[config.mk]
export PLATFORM = sky130hd
export DESIGN_NAME = stg_mo
export DESIGN_NICKNAME = d
export VERILOG_FILES = /design/src/rtl/stg_mo_pkg.sv /design/src/rtl/stg_mo_word_merge.sv /design/src/rtl/stg_mo.sv
export SDC_FILE = /design/constraint.sdc
export NUM_CORES = 1
export LEC_CHECK = 0
export CAP_MARGIN = 10
export CORE_AREA = 2 2 390 392
export DETAILED_ROUTE_END_ITERATION = 8
export DIE_AREA = 0 0 392 394
export PLACE_DENSITY = 0.4
export SETUP_SLACK_MARGIN = 0.05
export SYNTH_ARGS = -nofsm -noshare
export SYNTH_HDL_FRONTEND = slang
export SYNTH_SLANG_ARGS = --single-unit
[constraint.sdc]
create_clock -name iw_clk -period 17.3 [get_ports iw_clk]
set_input_delay 2.595 -clock iw_clk [delete_from_list [all_inputs] [get_ports iw_clk]]
set_output_delay 2.595 -clock iw_clk [all_outputs]
set_load 0.05 [all_outputs]
[src/rtl/stg_mo_pkg.sv]
// Shared MO-stage definitions: opcode constants, memory classes, FSM states,
// the registered pass-through bundle and the opcode-to-class decode.
package stg_mo_pkg;

  localparam int SIZE_ADDR    = 48;
  localparam int SIZE_DATA    = 24;
  localparam int SIZE_OPC     = 8;
  localparam int SIZE_TGT_GP  = 4;
  localparam int SIZE_TGT_SR  = 2;
  localparam int SIZE_TGT_AR  = 2;
  localparam int SIZE_CR_ADDR = 4;

  localparam logic [SIZE_OPC-1:0] OPC_NOP  = 8'h00;
  localparam logic [SIZE_OPC-1:0] OPC_ADD  = 8'h01;
  localparam logic [SIZE_OPC-1:0] OPC_SUB  = 8'h02;
  localparam logic [SIZE_OPC-1:0] OPC_LD24 = 8'h20;
  localparam logic [SIZE_OPC-1:0] OPC_ST24 = 8'h21;
  localparam logic [SIZE_OPC-1:0] OPC_LD48 = 8'h22;
  localparam logic [SIZE_OPC-1:0] OPC_ST48 = 8'h23;

  typedef enum logic [2:0] {
    MC_NONE = 3'd0,
    MC_LD24 = 3'd1,
    MC_ST24 = 3'd2,
    MC_LD48 = 3'd3,
    MC_ST48 = 3'd4
  } mem_class_e;

  typedef enum logic {
    S_IDLE = 1'b0,
    S_HI   = 1'b1
  } mo_state_e;

  // Fields that are carried toward WB untouched by the memory access.
  typedef struct packed {
    logic [SIZE_ADDR-1:0]    pc;
    logic [SIZE_DATA-1:0]    instr;
    logic [SIZE_OPC-1:0]     opc;
    logic [SIZE_TGT_GP-1:0]  tgt_gp;
    logic                    tgt_gp_we;
    logic [SIZE_TGT_SR-1:0]  tgt_sr;
    logic                    tgt_sr_we;
    logic [SIZE_TGT_AR-1:0]  tgt_ar;
    logic                    tgt_ar_we;
    logic [SIZE_CR_ADDR-1:0] cr_write_addr;
    logic                    cr_we_base;
    logic [SIZE_ADDR-1:0]    cr_base;
    logic                    cr_we_len;
    logic [SIZE_ADDR-1:0]    cr_len;
    logic                    cr_we_cur;
    logic [SIZE_ADDR-1:0]    cr_cur;
    logic                    cr_we_perms;
    logic [SIZE_DATA-1:0]    cr_perms;
    logic                    cr_we_attr;
    logic [SIZE_DATA-1:0]    cr_attr;
    logic                    cr_we_tag;
    logic                    cr_tag;
  } mo_pt_t;

  function automatic mem_class_e opc_to_mc(input logic [SIZE_OPC-1:0] opc);
    case (opc)
      OPC_LD24: return MC_LD24;
      OPC_ST24: return MC_ST24;
      OPC_LD48: return MC_LD48;
      OPC_ST48: return MC_ST48;
      default:  return MC_NONE;
    endcase
  endfunction

endpackage

[src/rtl/stg_mo_word_merge.sv]
// Combinational join of two memory words into a wide value (loads) and split
// of a wide value into the words stored at addr and addr+1 (stores).
module stg_mo_word_merge
  import stg_mo_pkg::*;
#(
  parameter int P_LO_FIRST = 1
) (
  input  logic [SIZE_DATA-1:0] iw_first,
  input  logic [SIZE_DATA-1:0] iw_second,
  output logic [SIZE_ADDR-1:0] ow_merged,
  input  logic [SIZE_ADDR-1:0] iw_wide,
  output logic [SIZE_DATA-1:0] ow_first,
  output logic [SIZE_DATA-1:0] ow_second
);

  // "first" is always the word at addr, "second" the word at addr+1.
  if (P_LO_FIRST != 0) begin : g_lo_first
    assign ow_merged = {iw_second, iw_first};
    assign ow_first  = iw_wide[SIZE_DATA-1:0];
    assign ow_second = iw_wide[SIZE_ADDR-1:SIZE_DATA];
  end else begin : g_hi_first
    assign ow_merged = {iw_first, iw_second};
    assign ow_first  = iw_wide[SIZE_ADDR-1:SIZE_DATA];
    assign ow_second = iw_wide[SIZE_DATA-1:0];
  end

endmodule

[src/rtl/stg_mo.sv]
// Memory-operation pipeline stage: 24-bit accesses in one cycle, 48-bit in two
// with a one-cycle stall. Optional EX bypass outputs under STG_MO_FWD_EN.
module stg_mo
  import stg_mo_pkg::*;
#(
  parameter int P_LO_FIRST = 1
) (
  input  logic                    iw_clk,
  input  logic                    iw_rst,
  input  logic [SIZE_ADDR-1:0]    iw_pc,
  output logic [SIZE_ADDR-1:0]    ow_pc,
  input  logic [SIZE_DATA-1:0]    iw_instr,
  output logic [SIZE_DATA-1:0]    ow_instr,
  input  logic [SIZE_OPC-1:0]     iw_opc,
  output logic [SIZE_OPC-1:0]     ow_opc,
  input  logic [SIZE_TGT_GP-1:0]  iw_tgt_gp,
  input  logic                    iw_tgt_gp_we,
  output logic [SIZE_TGT_GP-1:0]  ow_tgt_gp,
  output logic                    ow_tgt_gp_we,
  input  logic [SIZE_TGT_SR-1:0]  iw_tgt_sr,
  input  logic                    iw_tgt_sr_we,
  output logic [SIZE_TGT_SR-1:0]  ow_tgt_sr,
  output logic                    ow_tgt_sr_we,
  input  logic [SIZE_TGT_AR-1:0]  iw_tgt_ar,
  input  logic                    iw_tgt_ar_we,
  output logic [SIZE_TGT_AR-1:0]  ow_tgt_ar,
  output logic                    ow_tgt_ar_we,
  input  logic                    iw_mem_mp,
  input  logic [SIZE_ADDR-1:0]    iw_addr,
  input  logic [SIZE_DATA-1:0]    iw_result,
  output logic [SIZE_DATA-1:0]    ow_result,
  input  logic [SIZE_ADDR-1:0]    iw_sr_result,
  output logic [SIZE_ADDR-1:0]    ow_sr_result,
  input  logic [SIZE_ADDR-1:0]    iw_ar_result,
  output logic [SIZE_ADDR-1:0]    ow_ar_result,
  input  logic [SIZE_DATA-1:0]    iw_mem_rdata0,
  input  logic [SIZE_DATA-1:0]    iw_mem_rdata1,
  output logic                    ow_mem_we0,
  output logic                    ow_mem_we1,
  output logic [SIZE_DATA-1:0]    ow_mem_wdata,
  output logic                    ow_addr_ovr_en,
  output logic [SIZE_ADDR-1:0]    ow_addr_ovr,
  output logic                    ow_stall,
  input  logic [SIZE_CR_ADDR-1:0] iw_cr_write_addr,
  input  logic                    iw_cr_we_base,
  input  logic [SIZE_ADDR-1:0]    iw_cr_base,
  input  logic                    iw_cr_we_len,
  input  logic [SIZE_ADDR-1:0]    iw_cr_len,
  input  logic                    iw_cr_we_cur,
  input  logic [SIZE_ADDR-1:0]    iw_cr_cur,
  input  logic                    iw_cr_we_perms,
  input  logic [SIZE_DATA-1:0]    iw_cr_perms,
  input  logic                    iw_cr_we_attr,
  input  logic [SIZE_DATA-1:0]    iw_cr_attr,
  input  logic                    iw_cr_we_tag,
  input  logic                    iw_cr_tag,
  output logic [SIZE_CR_ADDR-1:0] ow_cr_write_addr,
  output logic                    ow_cr_we_base,
  output logic [SIZE_ADDR-1:0]    ow_cr_base,
  output logic                    ow_cr_we_len,
  output logic [SIZE_ADDR-1:0]    ow_cr_len,
  output logic                    ow_cr_we_cur,
  output logic [SIZE_ADDR-1:0]    ow_cr_cur,
  output logic                    ow_cr_we_perms,
  output logic [SIZE_DATA-1:0]    ow_cr_perms,
  output logic                    ow_cr_we_attr,
  output logic [SIZE_DATA-1:0]    ow_cr_attr,
  output logic                    ow_cr_we_tag,
  output logic                    ow_cr_tag
`ifdef STG_MO_FWD_EN
  ,
  output logic                    ow_fwd_valid,
  output logic [SIZE_ADDR-1:0]    ow_fwd_data
`endif
);

  mo_state_e            state_q, state_d;
  mem_class_e           mc;
  mo_pt_t               pt_in, pt_q, pt_d;
  logic [SIZE_DATA-1:0] half_q, half_d;
  logic [SIZE_DATA-1:0] result_q, result_d;
  logic [SIZE_ADDR-1:0] sr_result_q, sr_result_d;
  logic [SIZE_ADDR-1:0] ar_result_q, ar_result_d;
  logic [SIZE_DATA-1:0] rdata;
  logic [SIZE_ADDR-1:0] merged;
  logic [SIZE_DATA-1:0] st_first, st_second;
  logic                 wr_req, stall_req, ovr_req;
  logic [SIZE_DATA-1:0] wdata;

  assign mc    = opc_to_mc(iw_opc);
  assign rdata = iw_mem_mp ? iw_mem_rdata1 : iw_mem_rdata0;

  stg_mo_word_merge #(
    .P_LO_FIRST(P_LO_FIRST)
  ) u_merge (
    .iw_first (half_q),
    .iw_second(rdata),
    .ow_merged(merged),
    .iw_wide  (iw_ar_result),
    .ow_first (st_first),
    .ow_second(st_second)
  );

  always_comb begin
    pt_in               = '0;
    pt_in.pc            = iw_pc;
    pt_in.instr         = iw_instr;
    pt_in.opc           = iw_opc;
    pt_in.tgt_gp        = iw_tgt_gp;
    pt_in.tgt_gp_we     = iw_tgt_gp_we;
    pt_in.tgt_sr        = iw_tgt_sr;
    pt_in.tgt_sr_we     = iw_tgt_sr_we;
    pt_in.tgt_ar        = iw_tgt_ar;
    pt_in.tgt_ar_we     = iw_tgt_ar_we;
    pt_in.cr_write_addr = iw_cr_write_addr;
    pt_in.cr_we_base    = iw_cr_we_base;
    pt_in.cr_base       = iw_cr_base;
    pt_in.cr_we_len     = iw_cr_we_len;
    pt_in.cr_len        = iw_cr_len;
    pt_in.cr_we_cur     = iw_cr_we_cur;
    pt_in.cr_cur        = iw_cr_cur;
    pt_in.cr_we_perms   = iw_cr_we_perms;
    pt_in.cr_perms      = iw_cr_perms;
    pt_in.cr_we_attr    = iw_cr_we_attr;
    pt_in.cr_attr       = iw_cr_attr;
    pt_in.cr_we_tag     = iw_cr_we_tag;
    pt_in.cr_tag        = iw_cr_tag;
  end

  always_comb begin
    state_d     = state_q;
    pt_d        = pt_q;
    half_d      = half_q;
    result_d    = result_q;
    sr_result_d = sr_result_q;
    ar_result_d = ar_result_q;
    wr_req      = 1'b0;
    wdata       = '0;
    stall_req   = 1'b0;
    ovr_req     = 1'b0;
    case (state_q)
      S_IDLE: begin
        if (mc == MC_LD48 || mc == MC_ST48) begin
          // First word of a wide access; WB-facing registers hold this cycle.
          stall_req = 1'b1;
          ovr_req   = 1'b1;
          state_d   = S_HI;
          if (mc == MC_LD48) begin
            half_d = rdata;
          end else begin
            wr_req = 1'b1;
            wdata  = st_first;
          end
        end else begin
          pt_d        = pt_in;
          result_d    = (mc == MC_LD24) ? rdata : iw_result;
          sr_result_d = iw_sr_result;
          ar_result_d = iw_ar_result;
          if (mc == MC_ST24) begin
            wr_req = 1'b1;
            wdata  = iw_result;
          end
        end
      end
      S_HI: begin
        // iw_mem_mp has toggled, so rdata/we now target the overridden port.
        state_d     = S_IDLE;
        pt_d        = pt_in;
        result_d    = iw_result;
        sr_result_d = (mc == MC_LD48 && iw_tgt_sr_we) ? merged : iw_sr_result;
        ar_result_d = (mc == MC_LD48 && iw_tgt_ar_we) ? merged : iw_ar_result;
        if (mc == MC_ST48) begin
          wr_req = 1'b1;
          wdata  = st_second;
        end
      end
      default: state_d = S_IDLE;
    endcase
  end

  always_ff @(posedge iw_clk or posedge iw_rst) begin
    if (iw_rst) begin
      state_q     <= S_IDLE;
      pt_q        <= '0;
      half_q      <= '0;
      result_q    <= '0;
      sr_result_q <= '0;
      ar_result_q <= '0;
    end else begin
      state_q     <= state_d;
      pt_q        <= pt_d;
      half_q      <= half_d;
      result_q    <= result_d;
      sr_result_q <= sr_result_d;
      ar_result_q <= ar_result_d;
    end
  end

  // Strobes are combinational, so reset must mask them directly.
  assign ow_mem_we0     = wr_req & ~iw_mem_mp & ~iw_rst;
  assign ow_mem_we1     = wr_req &  iw_mem_mp & ~iw_rst;
  assign ow_mem_wdata   = wdata;
  assign ow_stall       = stall_req & ~iw_rst;
  assign ow_addr_ovr_en = ovr_req & ~iw_rst;
  assign ow_addr_ovr    = iw_addr + SIZE_ADDR'(1);

  assign ow_pc            = pt_q.pc;
  assign ow_instr         = pt_q.instr;
  assign ow_opc           = pt_q.opc;
  assign ow_tgt_gp        = pt_q.tgt_gp;
  assign ow_tgt_gp_we     = pt_q.tgt_gp_we;
  assign ow_tgt_sr        = pt_q.tgt_sr;
  assign ow_tgt_sr_we     = pt_q.tgt_sr_we;
  assign ow_tgt_ar        = pt_q.tgt_ar;
  assign ow_tgt_ar_we     = pt_q.tgt_ar_we;
  assign ow_result        = result_q;
  assign ow_sr_result     = sr_result_q;
  assign ow_ar_result     = ar_result_q;
  assign ow_cr_write_addr = pt_q.cr_write_addr;
  assign ow_cr_we_base    = pt_q.cr_we_base;
  assign ow_cr_base       = pt_q.cr_base;
  assign ow_cr_we_len     = pt_q.cr_we_len;
  assign ow_cr_len        = pt_q.cr_len;
  assign ow_cr_we_cur     = pt_q.cr_we_cur;
  assign ow_cr_cur        = pt_q.cr_cur;
  assign ow_cr_we_perms   = pt_q.cr_we_perms;
  assign ow_cr_perms      = pt_q.cr_perms;
  assign ow_cr_we_attr    = pt_q.cr_we_attr;
  assign ow_cr_attr       = pt_q.cr_attr;
  assign ow_cr_we_tag     = pt_q.cr_we_tag;
  assign ow_cr_tag        = pt_q.cr_tag;

`ifdef STG_MO_FWD_EN
  assign ow_fwd_valid = ~iw_rst & (((state_q == S_IDLE) && (mc == MC_LD24)) ||
                                   ((state_q == S_HI) && (mc == MC_LD48)));
  assign ow_fwd_data  = (state_q == S_HI) ? merged
                                          : {{(SIZE_ADDR-SIZE_DATA){1'b0}}, rdata};
`endif

endmodule
==> impl_metrics.json <==
{
  "status": "complete, no violations",
  "cts_setup_buffers": 0,
  "cp_max_fo": 12,
  "ctsRootBufferMaster": "clkbuf_16",
  "dpl.hpwl_um": 80200,
  "grt-ovfl-total": 0,
  "initial_core_util_pct": 12.9,
  "clk_pin_slew_ns": 0.06,
  "row_count": 143,
  "final_cell_mix": "1,001 x clkdlybuf4s50_1, 963 x nand2_1, 438 x dfrtp_1, 144 x mux2i_1, 78 x nor2_1",
  "power_mw": 3.04,
  "synth-seq-area-share_pct": 56.6,
  "synth_area_sq_um": 19400,
  "power_frac_clock_pct": 43.1,
  "track_usage_pct": 13.0,
  "setup-tns-final_ns": 0,
  "p_int_mw": 2.10,
  "vias_per_cell": 3.56,
  "antenna_found_initial": 21,
  "worstSetupPathType": "in2out",
  "final_layout_size_suffix_gt1_share_pct": 5.13,
  "synth_cells": 2111,
  "vias": 18400,
  "ys_ff_latch": 439,
  "finalSetupViolCount": 0,
  "dr.pass1.iters": 4,
  "die-area_sq_um": 154000,
  "fmax_mhz": 112,
  "cp-end-kind": "output pin",
  "powerDensity_nw_per_um2": 90.4,
  "netSwitchingPower_uw": 940,
  "clk_latency_ns": 0.67,
  "hold_class": "reg2reg",
  "relSlewSlack_pct": 29.3,
  "route.detailed.drc": 0,
  "pwr-share-seq_pct": 36.9,
  "nFillCells": 16600,
  "cts_tree": "done",
  "gp_congestion": 0.825,
  "drt_wl_total_um": 104000,
  "wl_per_cell_um": 20.2,
  "drtAntennaViolNets": 0,
  "seq_area_sq_um": 11000,
  "hold_viol": 0,
  "whs_ns": 0.471,
  "period_share_pct": 51.6,
  "ys_warn_count": 0,
  "core_sq_um": 151000,
  "die_width_um": 392,
  "cts_num_sinks": 439,
  "syn_area_per_cell_sq_um": 9.19,
  "post_cts_resized": 0,
  "rsz0062_at_grt": "false",
  "multi_input_area_sq_um": 7780,
  "final_common_cell": "clkdlybuf4s50_1",
  "drtIter0Drc": 664,
  "clockBufferDepth": 3,
  "fin_skew_ns": 0.0299,
  "grt_pass1_vias": 19000,
  "period_needed_ns": 8.92,
  "grt_pass1_wl_um": 146000,
  "grt_max_degree": 126,
  "tightest_slew_ns": 1.06,
  "swShare_pct": 30.9,
  "arrival_ns": 6.33,
  "portBuffers": 1002,
  "die_h_um": 394,
  "drv_slew": 0,
  "syn_nets": 2625,
  "worstPathRequired_ns": 14.70,
  "ir_drop_mv": 0.0622,
  "fin_nets": 3588,
  "cts_buffers": 61,
  "startpoint_type": "primary input",
  "leakage_nw": 14.0,
  "combPwrFrac_pct": 20.0,
  "synth_cell_types": 41,
  "syn_to_final_growth_pct": 73.6,
  "htreeDepth": 2,
  "postCtsHoldBufs": 0,
  "drv_cap": 0,
  "pin_count": 1003
}
-- cell usage after synthesis, drive strengths merged --
cell type,instances,share of area (%)
and4,7,0.32
nor2b,3,0.097
and4b,1,0.052
o21a,1,0.039
ha,1,0.064
mux2,25,1.5
a221o,24,1.2
nand2,963,19
nor3b,1,0.039
nand4,17,0.55
o21ai,91,2.3
or2,1,0.032
or4b,1,0.052
nand3,13,0.34
clkbuf,73,1.4
and2,7,0.23
and3,6,0.19
nor3,14,0.39
a21oi,49,1.3
nand4bb,1,0.058
xnor2,17,0.77
o2bb2ai,7,0.32
dfrtp,439,57
a21o,5,0.19
xor2,29,1.3
mux2i,144,7.4
inv,12,0.23
nor4b,2,0.12
nand2b,2,0.064
buf,57,1.8
nor4,20,0.91
nor2,78,1.5
-- flip-flops by register name, summed over array words and instances (netlist names), 2 cells and up --
name,flops
ow_cr_perms,24
ow_tgt_sr,2
ow_cr_cur,48
ow_cr_attr,24
ow_cr_write_addr,4
ow_ar_result,48
ow_tgt_ar,2
ow_result,24
ow_sr_result,48
ow_tgt_gp,4
half_q,24
ow_cr_len,48
ow_opc,8
ow_pc,48
ow_instr,24
ow_cr_base,48
-- routing by layer --
| metal | track usage [%] | vias up | wire (um) |
|---|---|---|---|
| met1 | 14.7 | 8824 | 41000 |
| li1 | - | 8799 | - |
| met5 | 0 | - | 184 |
| met4 | 3.62 | 26 | 2510 |
| met2 | 23.3 | 592 | 52800 |
| met3 | 3.98 | 134 | 7540 |
-- power groups by stage --
stage | logic [mW] | registers [mW] | clock network [mW]
floorplan | 0.113 | 1.32 | 0
global placement | 0.621 | 1.14 | 0
detailed placement | 0.620 | 1.14 | 0
CTS | 0.622 | 1.12 | 1.37
global route | 0.642 | 1.13 | 1.41
finish | 0.610 | 1.12 | 1.31
-- final cells by class --
cell class	count	area share [%]
diodes	7	0.0520
flip-flops and latches	439	32.6
well taps	2030	7.54
inverters	12	0.156
clock buffers	88	5.25
clock inverters	21	0.851
multi-input cells	1530	23.1
repair buffers	1030	30.5
-- final timing paths --
check | startpoint | to | slack (ns) | depth (start not counted)
max in group asynchronous | iw_rst | ow_cr_cur[16]$_DFFE_PP0N_ | 12.59 | 4
worst max register to register | state_q$_DFF_PP0_ | ow_pc[22]$_DFFE_PP0N_ | 13.40 | 8
worst min register to register | ow_instr[1]$_DFFE_PP0N_ | ow_instr[1]$_DFFE_PP0N_ | 0.47 | 2
worst max-delay path | iw_opc[2] | ow_mem_we0 | 8.38 | 7
worst min-delay path | ow_instr[1]$_DFFE_PP0N_ | ow_instr[1]$_DFFE_PP0N_ | 0.47 | 2
min in group asynchronous | iw_rst | ow_result[9]$_DFFE_PP0N_ | 2.52 | 2
-- per-stage QoR --
step	worst slack [ns]	std cells	util [%]	cell area [sq um]
after floorplan	1.56	2111	-	19400
after global placement	8.32	5041	21.0	31600
after detailed placement	8.31	5041	21.0	31600
after CTS	8.31	5150	22.4	33700
after global routing	8.27	5154	22.4	33700
final	8.38	5157	22.4	33700
-- worst max-delay path, cell delays in order --
cell and delay [ns]:
clkdlybuf4s50_1 0.49, or4b_1 0.77, nor4_4 0.64, buf_4 0.38, nor2b_1 0.10, nor4b_1 0.43, clkdlybuf4s50_1 0.90
-- kinds of logic after synthesis --
| group | after synthesis | share of synthesized area, % |
|---|---|---|
| fa+ha+maj | 1 | 0.0645 |
| simple gates | 1137 | 23.6 |
| flops | 439 | 56.6 |
| mux | 169 | 8.88 |
| buf+inv | 142 | 3.41 |
| xor+xnor | 46 | 2.08 |
| compound gates | 177 | 5.40 |
(Power assumes the default switching activity.)
